==> config.mk <==
export PLATFORM = sky130hd
export DESIGN_NAME = program_memory_loader
export DESIGN_NICKNAME = d
export VERILOG_FILES = /design/src/rtl/program_memory_loader.sv
export SDC_FILE = /design/constraint.sdc
export NUM_CORES = 1
export LEC_CHECK = 0
export BUFFER_PORTS_ARGS = -buffer_cell sky130_fd_sc_hd__buf_2
export CAP_MARGIN = 30
export CORE_MARGIN = 8
export CORE_UTILIZATION = 30
export CTS_BUF_LIST = sky130_fd_sc_hd__clkbuf_8
export CTS_CLUSTER_DIAMETER = 50
export DETAILED_ROUTE_END_ITERATION = 10
export SLEW_MARGIN = 30
export SYNTH_ARGS = -nofsm -noshare
export SYNTH_HDL_FRONTEND = slang
export SYNTH_SLANG_ARGS = --single-unit
==> constraint.sdc <==
create_clock -name clk -period 2.3 [get_ports clk]
set_clock_uncertainty 0.15 [all_clocks]
set_input_delay 0.115 -clock clk [delete_from_list [all_inputs] [get_ports clk]]
set_output_delay 0.115 -clock clk [all_outputs]
set_load 0.02 [all_outputs]
==> src/rtl/program_memory_loader.sv <==
// Boot-time program loader: packs a byte stream into 32-bit words
// and writes them to instruction memory while stalling the CPU.
module program_memory_loader #(
  parameter int MEMORY_DEPTH = 32,
  parameter int DATA_WIDTH   = 32,
  parameter int COUNT_WIDTH  = 6
) (
  input  logic                   clk,
  input  logic                   reset,
  input  logic                   Start,
  input  logic [COUNT_WIDTH-1:0] WordCount,
  input  logic [7:0]             ByteIn,
  input  logic                   ByteValid,
  output logic                   ByteReady,
  output logic                   MemWrite,
  output logic [DATA_WIDTH-1:0]  WriteAddress,
  output logic [DATA_WIDTH-1:0]  WriteData,
  output logic                   CpuStall,
  output logic                   Done,
  output logic                   Error
);

  typedef enum logic [2:0] {
    S_IDLE,
    S_LOAD,
    S_WRITE,
    S_DONE,
    S_ERR
  } state_e;

  localparam logic [COUNT_WIDTH-1:0] DEPTH_C =
    COUNT_WIDTH'(MEMORY_DEPTH);

  state_e                 state_q;
  logic [COUNT_WIDTH-1:0] count_q;
  logic [COUNT_WIDTH-1:0] index_q;
  logic [1:0]             bytes_q;
  logic [23:0]            asm_q;
  logic                   rdy_q;
  logic                   we_q;
  logic [DATA_WIDTH-1:0]  addr_q;
  logic [DATA_WIDTH-1:0]  data_q;
  logic                   stall_q;
  logic                   done_q;
  logic                   err_q;

  logic [31:0]            word_d;
  logic [COUNT_WIDTH-1:0] index_d;
  logic                   cnt_ok_d;

  // Big-endian packing: first byte ends up in bits [31:24].
  assign word_d   = {asm_q, ByteIn};
  assign index_d  = index_q + COUNT_WIDTH'(1);
  assign cnt_ok_d = (WordCount != '0) && (WordCount <= DEPTH_C);

  always_ff @(posedge clk or negedge reset) begin
    if (!reset) begin
      state_q <= S_IDLE;
      count_q <= '0;
      index_q <= '0;
      bytes_q <= '0;
      asm_q   <= '0;
      rdy_q   <= 1'b0;
      we_q    <= 1'b0;
      addr_q  <= '0;
      data_q  <= '0;
      stall_q <= 1'b0;
      done_q  <= 1'b0;
      err_q   <= 1'b0;
    end else begin
      we_q <= 1'b0;
      unique case (state_q)
        S_IDLE, S_DONE, S_ERR: begin
          if (Start) begin
            done_q <= 1'b0;
            if (cnt_ok_d) begin
              count_q <= WordCount;
              index_q <= '0;
              bytes_q <= '0;
              asm_q   <= '0;
              rdy_q   <= 1'b1;
              stall_q <= 1'b1;
              err_q   <= 1'b0;
              state_q <= S_LOAD;
            end else begin
              err_q   <= 1'b1;
              state_q <= S_ERR;
            end
          end
        end
        S_LOAD: begin
          if (ByteValid) begin
            asm_q   <= word_d[23:0];
            bytes_q <= bytes_q + 2'd1;
            if (bytes_q == 2'd3) begin
              rdy_q   <= 1'b0;
              we_q    <= 1'b1;
              addr_q  <= DATA_WIDTH'({index_q, 2'b00});
              data_q  <= DATA_WIDTH'(word_d);
              state_q <= S_WRITE;
            end
          end
        end
        S_WRITE: begin
          index_q <= index_d;
          bytes_q <= '0;
          if (index_d == count_q) begin
            stall_q <= 1'b0;
            done_q  <= 1'b1;
            state_q <= S_DONE;
          end else begin
            rdy_q   <= 1'b1;
            state_q <= S_LOAD;
          end
        end
        default: state_q <= S_IDLE;
      endcase
    end
  end

  assign ByteReady    = rdy_q;
  assign MemWrite     = we_q;
  assign WriteAddress = addr_q;
  assign WriteData    = data_q;
  assign CpuStall     = stall_q;
  assign Done         = done_q;
  assign Error        = err_q;

endmodule

==> Word level (Yosys, flattened, before mapping) <==
Cells that the tools add are included.
{ "classes": {"magnitude_cmp": 1, "add_sub_neg": 2, "n_eq_ne": 12, "reduce_logical": 17, "mux": 32} }
{ "op_table": {"columns": ["op", "count"], "rows": [
  ["two-way mux 24 bit", 3],
  ["case mux 24 bit (2 select lines)", 1],
  ["AND reduction 3 bit", 5],
  ["two-way mux 1 bit", 12],
  ["two-way mux 3 bit", 4],
  ["two-way mux 6 bit", 2],
  ["!= test 2 bit (second input constant)", 6],
  ["case mux 6 bit (2 select lines)", 1],
  ["AND reduction 4 bit", 3],
  ["case mux 3 bit (3 select lines)", 1],
  ["two-way mux 2 bit", 4],
  ["adder 6 x 1 -> 6 bit (second input constant)", 1],
  ["== test 3 x 2 -> 1 bit (second input constant)", 2],
  ["== test 6 bit", 1],
  ["<= comparator 6 bit (second input constant)", 1],
  ["case mux 2 bit (3 select lines)", 1],
  ["AND reduction 6 bit", 1],
  ["nonzero test 6 bit", 1],
  ["case mux 1 bit (2 select lines)", 2],
  ["nonzero test 2 bit", 2],
  ["== test 3 x 1 -> 1 bit (second input constant)", 1],
  ["== test 3 bit (second input constant)", 1],
  ["logical NOT 3 bit", 1],
  ["case mux 1 bit (3 select lines)", 1],
  ["6 further kinds", 6]
]} }
{ "word_totals": {"inputBits": 18, "elab_cells": 76, "out_inout_bits": 69, "ff_bits": 84} }

==> Logic depth before layout (Yosys ltp) <==
{ "depth": {"ltp_word": 5, "mapped_depth": 7, "depth_no_buf": 6} }

==> Worst setup path before layout <==
No wires, ideal clock.
{ "synth_timing": {"path_kind": "input-to-reg", "startpoint": "input WordCount[0]", "endpoint": "register asm_q[0]", "required_time_ns": 2.029, "path_buffers": 1, "setup_time_ns": 0.121, "arrival_time_ns": 1.749, "stages": 6, "setup_slack_ns": 0.280, "cell_sequence": "or4_4 -> o21ai_2 -> nand2_4 -> o32a_4 -> buf_8 -> a22o_1"} }
{ "synth_via": {"elab_chain_cells": 4, "word_cells_on_any_way": 5, "cone_classes": "order compare: 1; eq/ne: 1; reduce/logical: 3"} }
{ "synth_rtl": {"columns": ["element", "line_no", "rtl"], "rows": [
  ["start: declaration", "11", "input logic [COUNT_WIDTH-1:0] WordCount,"],
  ["<= comparator 6 bit or nonzero test 6 bit (tied branches)", "54", "assign cnt_ok_d = (WordCount != '0) && (WordCount <= DEPTH_C);"],
  ["logical AND 1 bit *", "54", null],
  ["!= test 2 bit (no line) *", null, null],
  ["AND reduction 4 bit (no line) *", null, null],
  ["end signal: assignment", "93", "asm_q <= word_d[23:0];"],
  ["end: declaration", "38", "logic [23:0] asm_q;"]
]} }
Mark *: on every way between the ends. The rest lies on a longest branch, timed or not.
A chain may end at the register's enable or synchronous reset.

==> Worst setup path after layout <==
{ "layout_timing": {"startpoint": "register index_q[1]", "endpoint": "register rdy_q (netlist: ByteReady)"} }
{ "layout_via": {"elab_chain_cells": 4} }
{ "layout_rtl": {"columns": ["element", "line_no", "rtl"], "rows": [
  ["start: declaration", "36", "logic [COUNT_WIDTH-1:0] index_q;"],
  ["start signal: assignment", "105", "index_q <= index_d;"],
  ["adder 6 x 1 -> 6 bit", "53", "assign index_d = index_q + COUNT_WIDTH'(1);"],
  ["== test 6 bit", "107", "if (index_d == count_q) begin"],
  ["!= test 2 bit (no line)", null, null],
  ["AND reduction 6 bit (no line)", null, null],
  ["end signal: assignment", "63", "rdy_q <= 1'b0;"],
  ["end signal: assignment", "81", "rdy_q <= 1'b1;"],
  ["end signal: assignment", "112", "rdy_q <= 1'b1;"],
  ["end: declaration", "39", "logic rdy_q;"]
]} }
No other way between the ends.

==> results by group <==
Place
  – Input/output buffers: 60
  – RD Place Congestion: 0.8644
  – Post-DP HPWL: 5718 µm
  – Placement Cell Area: 0.004210 mm²

Logic synthesis
  – Syn avg cell area: 12.77 µm²
  – Cells after Synth: 295
  – Post-Syn Area: approximately 0.0038 mm²
  – FFs w/ async S/R, synth: 1.000
  – EDFF count, synth: 0
  – Post-synth top flop: dfrtp_1
  – Synth unique cells: 49
  – Sequential area share after synthesis: 0.5580
  – Synth Register Bits: 84
  – Yosys warns: 0

Layout
  – Most frequent cells in the layout: 84 x dfrtp_1, 59 x buf_2, 44 x mux2_2
  – Commonest non-fill, non-tap cell in the layout: dfrtp_1
  – Final core utilization: 0.3703
  – Share of layout cells above drive strength 1: 0.3681
  – Fin nets: 399
  – Final instance area: 0.004616 mm²
  – P&R area growth vs syn: 22.52%
  – Antenna Cells: 0

CTS
  – Cts repair resizes: 0
  – Root Driver: clkbuf_8
  – CTS tree: built
  – TritonCTS Buffers: 9
  – Post-CTS Setup Inserts: 0
  – Post-cts hold buffer count: 16
  – Maximum clock path buffer count: 2
  – CTS clk-pin slew, worst paths: around 0.080 ns
  – H-tree depth: 3
  – Clk_lat worst skew: 0.35 ns
  – Clock sink count: 84

STA
  – Worst Max-Slew Pin Slew: 0.5708 ns
  – Final Cycle Share: 0.8783
  – Fmax: 495.0 MHz
  – Fin. Hold Viols: 0
  – Setup violations, final: 0
  – RSZ-0062 raised after global routing: no
  – Final Max Slew Viols: 0
  – Setup TNS: 0 ns
  – Clock period minus final worst setup slack: 2.020 ns
  – Slew HR: 0.6194

Detailed routing
  – Via Count: approximately 2500
  – Vias/cell: 4.535
  – Number of DRC markers in iteration 0: 179
  – WL per Instance: about 15 µm
  – Final WL: 8073 µm
  – Drc violations: 0
  – DRT Pass-1 Iters: 4
  – Post-route ant nets: 0

Power and ir drop
  – Internal: about 0.0037 W
  – Sequential Power Share: 0.408
  – Power per Cell Area: 1245 mW/mm²
  – VDD IR max: 0.0004632 V
  – Switch Pwr: 0.002046 W
  – Combinational Power Share: 0.369
  – Leak: 2.320 nW
  – Clk pwr share: 0.223
  – Sw frac: 0.3561

Hold path
  – Hold WC Path Type: input pin to flip-flop
  – HP Start: ByteValid

Setup path
  – CP Max Fanout: 4
  – CP Data Required Time: 2.39 ns
  – Crit path DAT: 2.11 ns
  – Crit path launch: index_q[1]
  – CP startpoint kind: flip-flop
  – Worst setup path class: flip-flop to flip-flop
  – Critical R2R Launch: index_q[1]
  – CP endpoint kind: flip-flop

Floorplanning
  – Starting Density: 0.3022
  – Chip Width: 128.1 µm
  – I/O Pins: slightly below 90
  – DIE HEIGHT: 128.1 µm
  – Core area: 0.01247 mm²
  – Die footprint: roughly 0.016 mm²
  – Row cnt: 41

GRT
  – Initial antenna violation count: 0
  – First-pass GRT wire length: between 10000 and 15000 µm
  – Vias in the first global route: between 2000 and 3000
  – All-Layer GR Usage: 0.1032
  – Largest net degree at the start of global routing: 46
  – Global route overflow: 0

Job
  – Max-Cap Viols: 0

Run status
  – Status: finished clean
## layer usage
metal / global-route usage / vias to the layer above / share of wire
met5: 0 / - / 0
met4: 0.03217 / 0 / 0.014
met3: 0.03702 / 10 / 0.070
met2: 0.1643 / 73 / 0.46
met1: 0.1276 / 1251 / 0.45
li1: - / 1183 / -
## cells in the mapped netlist (all sizes together), types with 3 or more instances
master | instances | share of area
o21ai | 6 | 0.0090
a22o | 26 | 0.060
dfrtp | 84 | 0.56
a21oi | 9 | 0.012
buf | 31 | 0.065
nor2 | 9 | 0.0096
nand3 | 4 | 0.0053
inv | 3 | 0.0030
and3 | 3 | 0.0050
nor3 | 6 | 0.0093
xnor2 | 8 | 0.019
nor2b | 3 | 0.0050
nand2 | 13 | 0.015
clkbuf | 9 | 0.0090
mux2 | 44 | 0.13
## critical path: stages, from the launching register on
cell and delay [ns]:
dfrtp_1 0.42, ha_1 0.22, nor2b_1 0.14, or2_2 0.32, xnor2_1 0.14, nand4_1 0.23, a32o_1 0.29
## sequential cells by signal, summed over array words and instances, names as in the netlist
signal        flops
ByteReady         1
CpuStall          1
Done              1
Error             1
MemWrite          1
WriteAddress      6
WriteData        32
asm_q            24
bytes_q           2
count_q           6
index_q           6
state_q           3
## logic make-up (layout without fill, tap and decap cells)
logic type / Yosys count / after routing / share of synthesized area
xor+xnor: 10 / 10 / 0.02325
buf+inv: 43 / 106 / 0.07738
other cells: 1 / 26 / 0.0009954
simple gates: 53 / 53 / 0.07772
mux: 45 / 45 / 0.1342
compound gates: 57 / 57 / 0.1219
fa+ha+maj: 2 / 2 / 0.006641
flops: 84 / 84 / 0.5580
## power groups by stage
stage,clock network [W],registers (W),logic (W)
after detailed placement,0,0.00238,0.00213
after global placement,0,0.00236,0.00208
final,0.00128,0.00234,0.00212
after CTS,0.00132,0.00235,0.00215
after global routing,0.00138,0.00242,0.00234
after floorplan,0,0.00262,0.00123
## area by class of cell
type | count | area (µm²)
Timing Repair Buffer | 88 | 565.5
Tap cell | 172 | 215.2
Fill cell | 1229 | 7850
Sequential cell | 84 | 2102
Clock inverter | 5 | 107.6
Multi-Input combinational cell | 193 | 1476
Clock buffer | 10 | 137.6
Inverter | 3 | 11.26
## metrics by stage
stage	instances	hold WS, ns	power, W	worst slack, ns
floorplan	320	-0.3306	0.003853	0.2800
global placement	524	0.004055	0.004441	0.1297
detailed placement	524	0.01112	0.004508	0.06120
CTS	555	0.09707	0.005825	0.2584
global route	555	0.09643	0.006143	0.1237
finish	555	0.1052	0.005745	0.2798
## worst paths after layout
| check | cells past startpoint | slack [ns] | to |
|---|---|---|---|
| worst max-delay path | 6 | 0.28 | ByteReady |
| worst min-delay path | 4 | 0.11 | state_q[0] |
| worst max register to register | 6 | 0.28 | ByteReady |
| worst min register to register | 2 | 0.35 | Done |
| max in group asynchronous | 3 | 1.14 | asm_q[14] |
| min in group asynchronous | 2 | 0.14 | WriteData[19] |
Power figures use the tool's default switching activity.
